File: src/rtl/seg_scan_controller.sv
// seg_scan_controller: 4-digit multiplexed 7-segment scan sequencer with a frame-end loaded display register.
// Optional SEG_SCAN_DIM_EN adds a per-frame brightness input limiting the lit phases.
module seg_scan_controller #(
  parameter int PRESCALE   = 1000,
  parameter int PRESCALE_W = 10
) (
  input  logic        clock,
  input  logic        reset,
  input  logic [15:0] data_in,
  input  logic        data_valid,
`ifdef SEG_SCAN_DIM_EN
  input  logic [2:0]  brightness,
`endif
  output logic        data_ready,
  output logic [3:0]  char_out,
  output logic [3:0]  anode,
  output logic [1:0]  digit_idx,
  output logic [2:0]  phase,
  output logic        frame_start
);
  localparam logic [0:0] IDLE = 1'b0;
  localparam logic [0:0] SCAN = 1'b1;
  logic [0:0]            state, n_state;
  logic [15:0]           display_reg, n_disp;
  logic [PRESCALE_W-1:0] prescaler, n_pre;
  logic [2:0]            n_phase, lit_max;
  logic [1:0]            n_digit;
  logic                  tick, wrap, load, n_fs, n_lit;
`ifdef SEG_SCAN_DIM_EN
  logic [2:0] bright_reg, n_bright;
  assign n_bright = n_fs ? brightness : bright_reg;
  assign lit_max  = (n_bright > 3'd6) ? 3'd6 : n_bright;
`else
  assign lit_max  = 3'd6;
`endif
  always_comb begin
    tick    = (state == SCAN) && (prescaler == PRESCALE_W'(PRESCALE - 1));
    wrap    = tick && (phase == 3'd7);
    load    = data_valid && data_ready;
    n_state = load ? SCAN : state;
    n_disp  = load ? data_in : display_reg;
    n_pre   = (state == IDLE || tick) ? '0 : prescaler + 1'b1;
    n_phase = tick ? phase + 3'd1 : phase;
    n_digit = wrap ? digit_idx + 2'd1 : digit_idx;
    n_fs    = (state == IDLE && load) || (wrap && digit_idx == 2'd3);
    // Phase 0 stays blank so the decoder settles on the new nibble before the anode turns on
    n_lit   = (n_state == SCAN) && (n_phase != 3'd0) && (n_phase <= lit_max);
  end
  always_ff @(posedge clock) begin
    if (reset) begin
      state       <= IDLE;
      display_reg <= '0;
      prescaler   <= '0;
      digit_idx   <= '0;
      phase       <= '0;
      anode       <= 4'hf;
      char_out    <= '0;
      data_ready  <= 1'b1;
      frame_start <= 1'b0;
`ifdef SEG_SCAN_DIM_EN
      bright_reg  <= '0;
`endif
    end else begin
      state       <= n_state;
      display_reg <= n_disp;
      prescaler   <= n_pre;
      digit_idx   <= n_digit;
      phase       <= n_phase;
      anode       <= n_lit ? ~(4'b0001 << n_digit) : 4'hf;
      char_out    <= n_disp[{n_digit, 2'b00} +: 4];
      data_ready  <= (n_state == IDLE) || (n_digit == 2'd3 && n_phase == 3'd7);
      frame_start <= n_fs;
`ifdef SEG_SCAN_DIM_EN
      bright_reg  <= n_bright;
`endif
    end
  end
endmodule

File: config.mk
export PLATFORM = sky130hd
export DESIGN_NAME = seg_scan_controller
export DESIGN_NICKNAME = d
export VERILOG_FILES = /design/src/rtl/seg_scan_controller.sv
export SDC_FILE = /design/constraint.sdc
export NUM_CORES = 1
export LEC_CHECK = 0
export ABC_CLOCK_PERIOD_IN_PS = 2900
export BUFFER_PORTS_ARGS = -buffer_cell sky130_fd_sc_hd__buf_2
export CAP_MARGIN = 25
export CORE_UTILIZATION = 40
export DETAILED_ROUTE_END_ITERATION = 10
export GPL_ROUTABILITY_DRIVEN = 1
export PLACE_DENSITY = 0.64
export SLEW_MARGIN = 20
export SYNTH_ARGS = -nofsm -noshare
export SYNTH_HDL_FRONTEND = slang
export SYNTH_SLANG_ARGS = --single-unit
File: constraint.sdc
create_clock -name clock -period 2.9 [get_ports clock]
set_clock_uncertainty 0.05 [all_clocks]
set_input_delay 0.87 -clock clock [delete_from_list [all_inputs] [get_ports clock]]
set_output_delay 0.87 -clock clock [all_outputs]
set_load 0.03 [all_outputs]
# Word-level counts from Yosys, hierarchy flattened
# Index checks and enable logic that the tools add are counted.
dict set report word_totals {
  regBits 42
  inputBits 19
  out_inout_bits 15
}
dict set report classes {
  addsub 3
  order_cmp 1
  n_eq_ne 5
  shifts 2
  n_mux 4
  n_bitwise 4
  n_reduce_logical 14
}
# operator count
set op_table {}
lappend op_table {{2-to-1 mux 16 bit} 1}
lappend op_table {{indexed part select 16 x 5 -> 4 bit} 1}
lappend op_table {{adder 10 x 1 -> 10 bit (second input constant)} 1}
lappend op_table {{== test 10 bit (second input constant)} 1}
lappend op_table {{logical AND 1 bit} 8}
lappend op_table {{== test 3 bit (second input constant)} 2}
lappend op_table {{== test 2 bit (second input constant)} 2}
lappend op_table {{NOT 4 bit} 1}
lappend op_table {{OR reduction 2 bit} 2}
lappend op_table {{<< shifter 1 x 2 -> 4 bit (first input constant)} 1}
lappend op_table {{adder 3 x 1 -> 3 bit (second input constant)} 1}
lappend op_table {{<= comparator 3 bit (second input constant)} 1}
lappend op_table {{logical OR 1 bit} 3}
lappend op_table {{2-to-1 mux 3 bit} 1}
lappend op_table {{NOT 1 bit} 3}
lappend op_table {{nonzero test 3 bit} 1}
lappend op_table {{adder 2 x 1 -> 2 bit (second input constant)} 1}
lappend op_table {{2-to-1 mux 2 bit} 1}
lappend op_table {{2-to-1 mux 1 bit} 1}

# Depth between registers and ports, before layout
dict set report logic_depth {
  depth_word 8
  ltp_mapped 7
  mapped_depth_nobuf 7
}

# Least setup slack after synthesis
# OpenSTA, ideal clock, no wires.
dict set report synth_timing {
  path_type {register to register}
  startpoint {register phase[0]}
  endpoint {register anode[1]}
  t_arrival_ns 2.229
  path_slack_ns 0.494
  stages_incl_launch_ff 7
  n_path_buf 0
  path_cell_list {dfxtp_1 > ha_1 > ha_1 > nand4b_1 > nor4_4 > mux2_2 > or3_1}
}
dict set report synth_via {
  elab_chain_len 7
  elab_cells_between_ends 13
  cone_classes {add/sub (1); order compare (1); eq/ne (1); shift (1); mux (2); bitwise (2); reduce/logical (5)}
}
# element line
set synth_lines {}
lappend synth_lines {{start, declared} 18} ;# output logic [2:0] phase,
lappend synth_lines {{start signal, assigned} 68} ;# phase <= n_phase;
lappend synth_lines {{parallel branches: the longest is 7 deep, another holds adder 3 x 1 -> 3 bit} n/a}
lappend synth_lines {{end signal, assigned} 69} ;# anode <= n_lit ? ~(4'b0001 << n_digit) : 4'hf;
lappend synth_lines {{end, declared} 16} ;# output logic [3:0] anode,
# Parallel ways; which one is timed is not known.
# A chain may end at the register's enable or synchronous reset.

# Worst setup path in the final report
dict set report layout_timing {
  startpoint {register phase[0]}
  endpoint {register char_out[3]}
}
dict set report layout_via {
  elab_chain_len 4
}
# element line
set layout_lines {}
lappend layout_lines {{== test 3 bit} 38} ;# wrap = tick && (phase == 3'd7);
lappend layout_lines {{logical AND 1 bit} 38}
lappend layout_lines {{2-to-1 mux 2 bit} 44} ;# n_digit = wrap ? digit_idx + 2'd1 : digit_idx;
lappend layout_lines {{indexed part select 16 x 5 -> 4 bit} 70} ;# char_out <= n_disp[{n_digit, 2'b00} +: 4];
lappend layout_lines {{end signal, assigned} 70}
lappend layout_lines {{end, declared} 15} ;# output logic [3:0] char_out,
# No other way between the ends.

==> flow_summary.yaml <==
outcome:
  outcome: "finished clean"
flow_run:
  timing.max_cap.violations: 0
critical_path:
  reg2reg_to: "char_out[3]$_SDFF_PP0_"
  worstPathArrival_ps: 2560
  timing.setup.critical_path_class: "reg2reg"
  startpoint_type_of_the_worst_setup_path: "flip-flop"
  regToRegStartpoint: "phase[0]$_SDFF_PP0_"
  crit_start: "phase[0]$_SDFF_PP0_"
  end_kind: "flip-flop"
  timing.reg2reg.setup_slack_ps: 530
  worst_ep_required_time_ps: 3090
  reg2reg_depth: 7
  worstPathMaxFanout: 7
clock_tree:
  ctsHoldBuffers: 0
  cts.sink_count: 42
  htree_levels: 2
  postCtsSetupBuffers: 0
  post_cts_resized: 0
  total_cts_buffers: 5
  cts_root_buffer: "sky130_fd_sc_hd__clkbuf_8"
  clk_latency_ps: 290
  cts_max_path_buffers: 2
  cts.clk_slew.worst_paths_ps: 80
  tritoncts: "yes"
drt:
  drt_drc_violations_left: 0
  wirelength_met1_um: 1710
  num_vias: 1254
  met3WireLength_um: 149
  drt_wl_total_um: 3110
  via_per_inst: 4.84
  dr.first_iter.drc_count: 54
  met2WireLength_um: 1240
  drt-pass1-iter-count: 4
  highest-signal-layer: "met4"
  avgRoutedWirePerCell_um: 12.0
  ant_nets: 0
yosys:
  synth_largest_area_cell: "sky130_fd_sc_hd__dfxtp_1"
  post-synth-top-count-cell: "sky130_fd_sc_hd__dfxtp_1"
  postSynth.asyncResetShare: 0
  yosysTopAreaCellShare: 0.481
  synth.net_count: 196
  ys_ff_latch: 42
  post_synthesis_instance_area_um2: 1750
  synth.top_cells.by_area: "sky130_fd_sc_hd__dfxtp_1 (48%), sky130_fd_sc_hd__mux2i_1 (14%), sky130_fd_sc_hd__nor2_1 (7.3%), sky130_fd_sc_hd__nand2_1 (3.2%), sky130_fd_sc_hd__ha_1 (2.9%)"
  sequential_cell_area_fraction_in_the_yosys_report: 0.481
  synth.avg_cell_area_um2: 10.1
  synth_ff_type: "sky130_fd_sc_hd__dfxtp_1"
  synth-edff-count: 0
  yosys-top-cells-count: "sky130_fd_sc_hd__dfxtp_1 (42), sky130_fd_sc_hd__nor2_1 (34), sky130_fd_sc_hd__mux2i_1 (25), sky130_fd_sc_hd__nand2_1 (15), sky130_fd_sc_hd__xnor2_1 (5)"
  synth.yosys.warnings: 0
  synth_cell_type_count: 37
  postSynthCellCount: 173
global_routing:
  grt_start_max_net_pins: 29
  antenna_violations_before_repair: 0
  groute.usage.overall: 0.152
  grt_overflow_total: 0
  global_route_wire_length_before_repair_um: 5180
  grt_pass1_vias: 1153
sta:
  setup_total_negative_slack_ps: 0
  whs_ps: 423
  timing.final.crit_share: 0.817
  max_slew_margin_vs_limit: 0.613
  report.final.slew_viol_count: 0
  final_period_minus_worst_setup_slack_ps: 2370
  setup_viol: 0
  tightestPinTransition_ps: 576
  fmax_mhz: 422
  final-hold-violation-count: 0
  rsz0062_at_grt: "false"
layout:
  flip_flop_count_of_the_largest_register_after_layout: 16
  post_route_cells_drive_above_1_share: 0.234
  multi_input_area_um2: 870
  seq_area_um2: 841
  insertedDiodeCount: 0
  final_nets: 231
  layoutNonFillerInstCount: 259
  areaGrowthSynthToFinish_pct: 17.2
  fillers: 398
  final_area_um2: 2050
die:
  core_region_area_um2: 4090
  num_rows: 23
  floorplan.initialDensity: 0.428
  floorplan.die_area_um2: 4640
  ioPinCount: 34
  overall_die_width_um: 68.1
  die_h_um: 68.1
power_and_ir_drop:
  cellLeakagePower_nw: 0.931
  power.ir.vdd_worst_uv: 424
  share_comb_of_total_power: 0.089
  power.net_switching_uw: 251
  pwr-share-clk: 0.351
  sequentialPowerShare: 0.560
  power_per_cell_area_nw_per_um2: 528
  internal_power_uw: 830
  net_switching_fraction_of_the_power: 0.232
placed_design:
  placement.cell_area_um2: 1950
  placedCellCount: 251
  hpwl_um: 2270
  port-buffer-count: 33
  gp_congestion: 0.760
min_path:
  hold_path_end: "prescaler[0]$_SDFF_PP0_"
  hold-path-cell-count: 1
  worstHoldStart: "prescaler[0]$_SDFF_PP0_"
  holdCritPathClass: "reg2reg"
[layout make-up]
class                      instances  area share
multi-input combinational        123       0.425
inverter                           2     0.00367
tap                               50      0.0305
timing repair buffer              34      0.0843
clock inverter                     2     0.00611
clock buffer                       6      0.0403
sequential                        42       0.411
[through the flow]
stage               total power [mW]  utilization  setup WS [ps]
floorplan                      0.687            -            494
global placement               0.716        0.478            608
detailed placement             0.717        0.478            555
CTS                             1.10        0.501            534
global route                    1.14        0.501            333
finish                          1.08        0.501            530
[cell families (layout without fill, tap and decap cells)]
group                      count (synthesis)  after routing  share of synthesized area
xor gates and xnor gates                  10             10                     0.0608
buffers and inverters                      8             44                     0.0215
adders and majority gates                  4              4                     0.0286
muxes                                     27             27                      0.158
and+or+nand+nor                           72             72                      0.205
AOI/OAI and AO/OA                         10             10                     0.0444
DFF                                       42             42                      0.481
[routing by layer]
metal,vias up,GRT usage
li1,664,-
met5,-,0
met4,0,0.0677
met3,2,0.0550
met2,28,0.206
met1,560,0.213
[power groups by stage]
stage,Clock (mW),Sequential (mW),Combinational (mW)
6_report,0.379,0.606,0.0966
3_3_place_gp,0,0.619,0.0970
4_1_cts,0.396,0.606,0.0976
2_1_floorplan,0,0.630,0.0575
3_5_place_dp,0,0.620,0.0973
5_1_grt,0.427,0.609,0.107
[worst max-delay path by stage]
stage	cells past startpoint	slack, ps	to
global route	7	330	char_out[3]$_SDFF_PP0_
detailed placement	7	560	char_out[3]$_SDFF_PP0_
floorplan	6	490	anode[1]$_SDFF_PP1_
global placement	7	610	char_out[3]$_SDFF_PP0_
CTS	7	530	char_out[3]$_SDFF_PP0_
finish	7	530	char_out[3]$_SDFF_PP0_
[layout by cell type, fill, tap and decap left out, types with 3 or more instances in the layout]
cell / count
sky130_fd_sc_hd__a32o_1: 3
sky130_fd_sc_hd__ha_1: 4
sky130_fd_sc_hd__nor2_1: 34
sky130_fd_sc_hd__xor2_1: 4
sky130_fd_sc_hd__xnor2_1: 5
sky130_fd_sc_hd__dfxtp_1: 42
sky130_fd_sc_hd__mux2i_1: 25
sky130_fd_sc_hd__buf_2: 33
sky130_fd_sc_hd__clkbuf_8: 6
sky130_fd_sc_hd__nand2_1: 15
sky130_fd_sc_hd__or3_1: 3
[critical path, cell delays in order (launching register included)]
cell,delay [ps]
sky130_fd_sc_hd__dfxtp_1,450
sky130_fd_sc_hd__ha_1,190
sky130_fd_sc_hd__ha_1,160
sky130_fd_sc_hd__nand4b_1,150
sky130_fd_sc_hd__nor4_4,440
sky130_fd_sc_hd__mux2_2,420
sky130_fd_sc_hd__nor2_1,260
sky130_fd_sc_hd__a32o_1,210
Power figures use the tool's default switching activity.
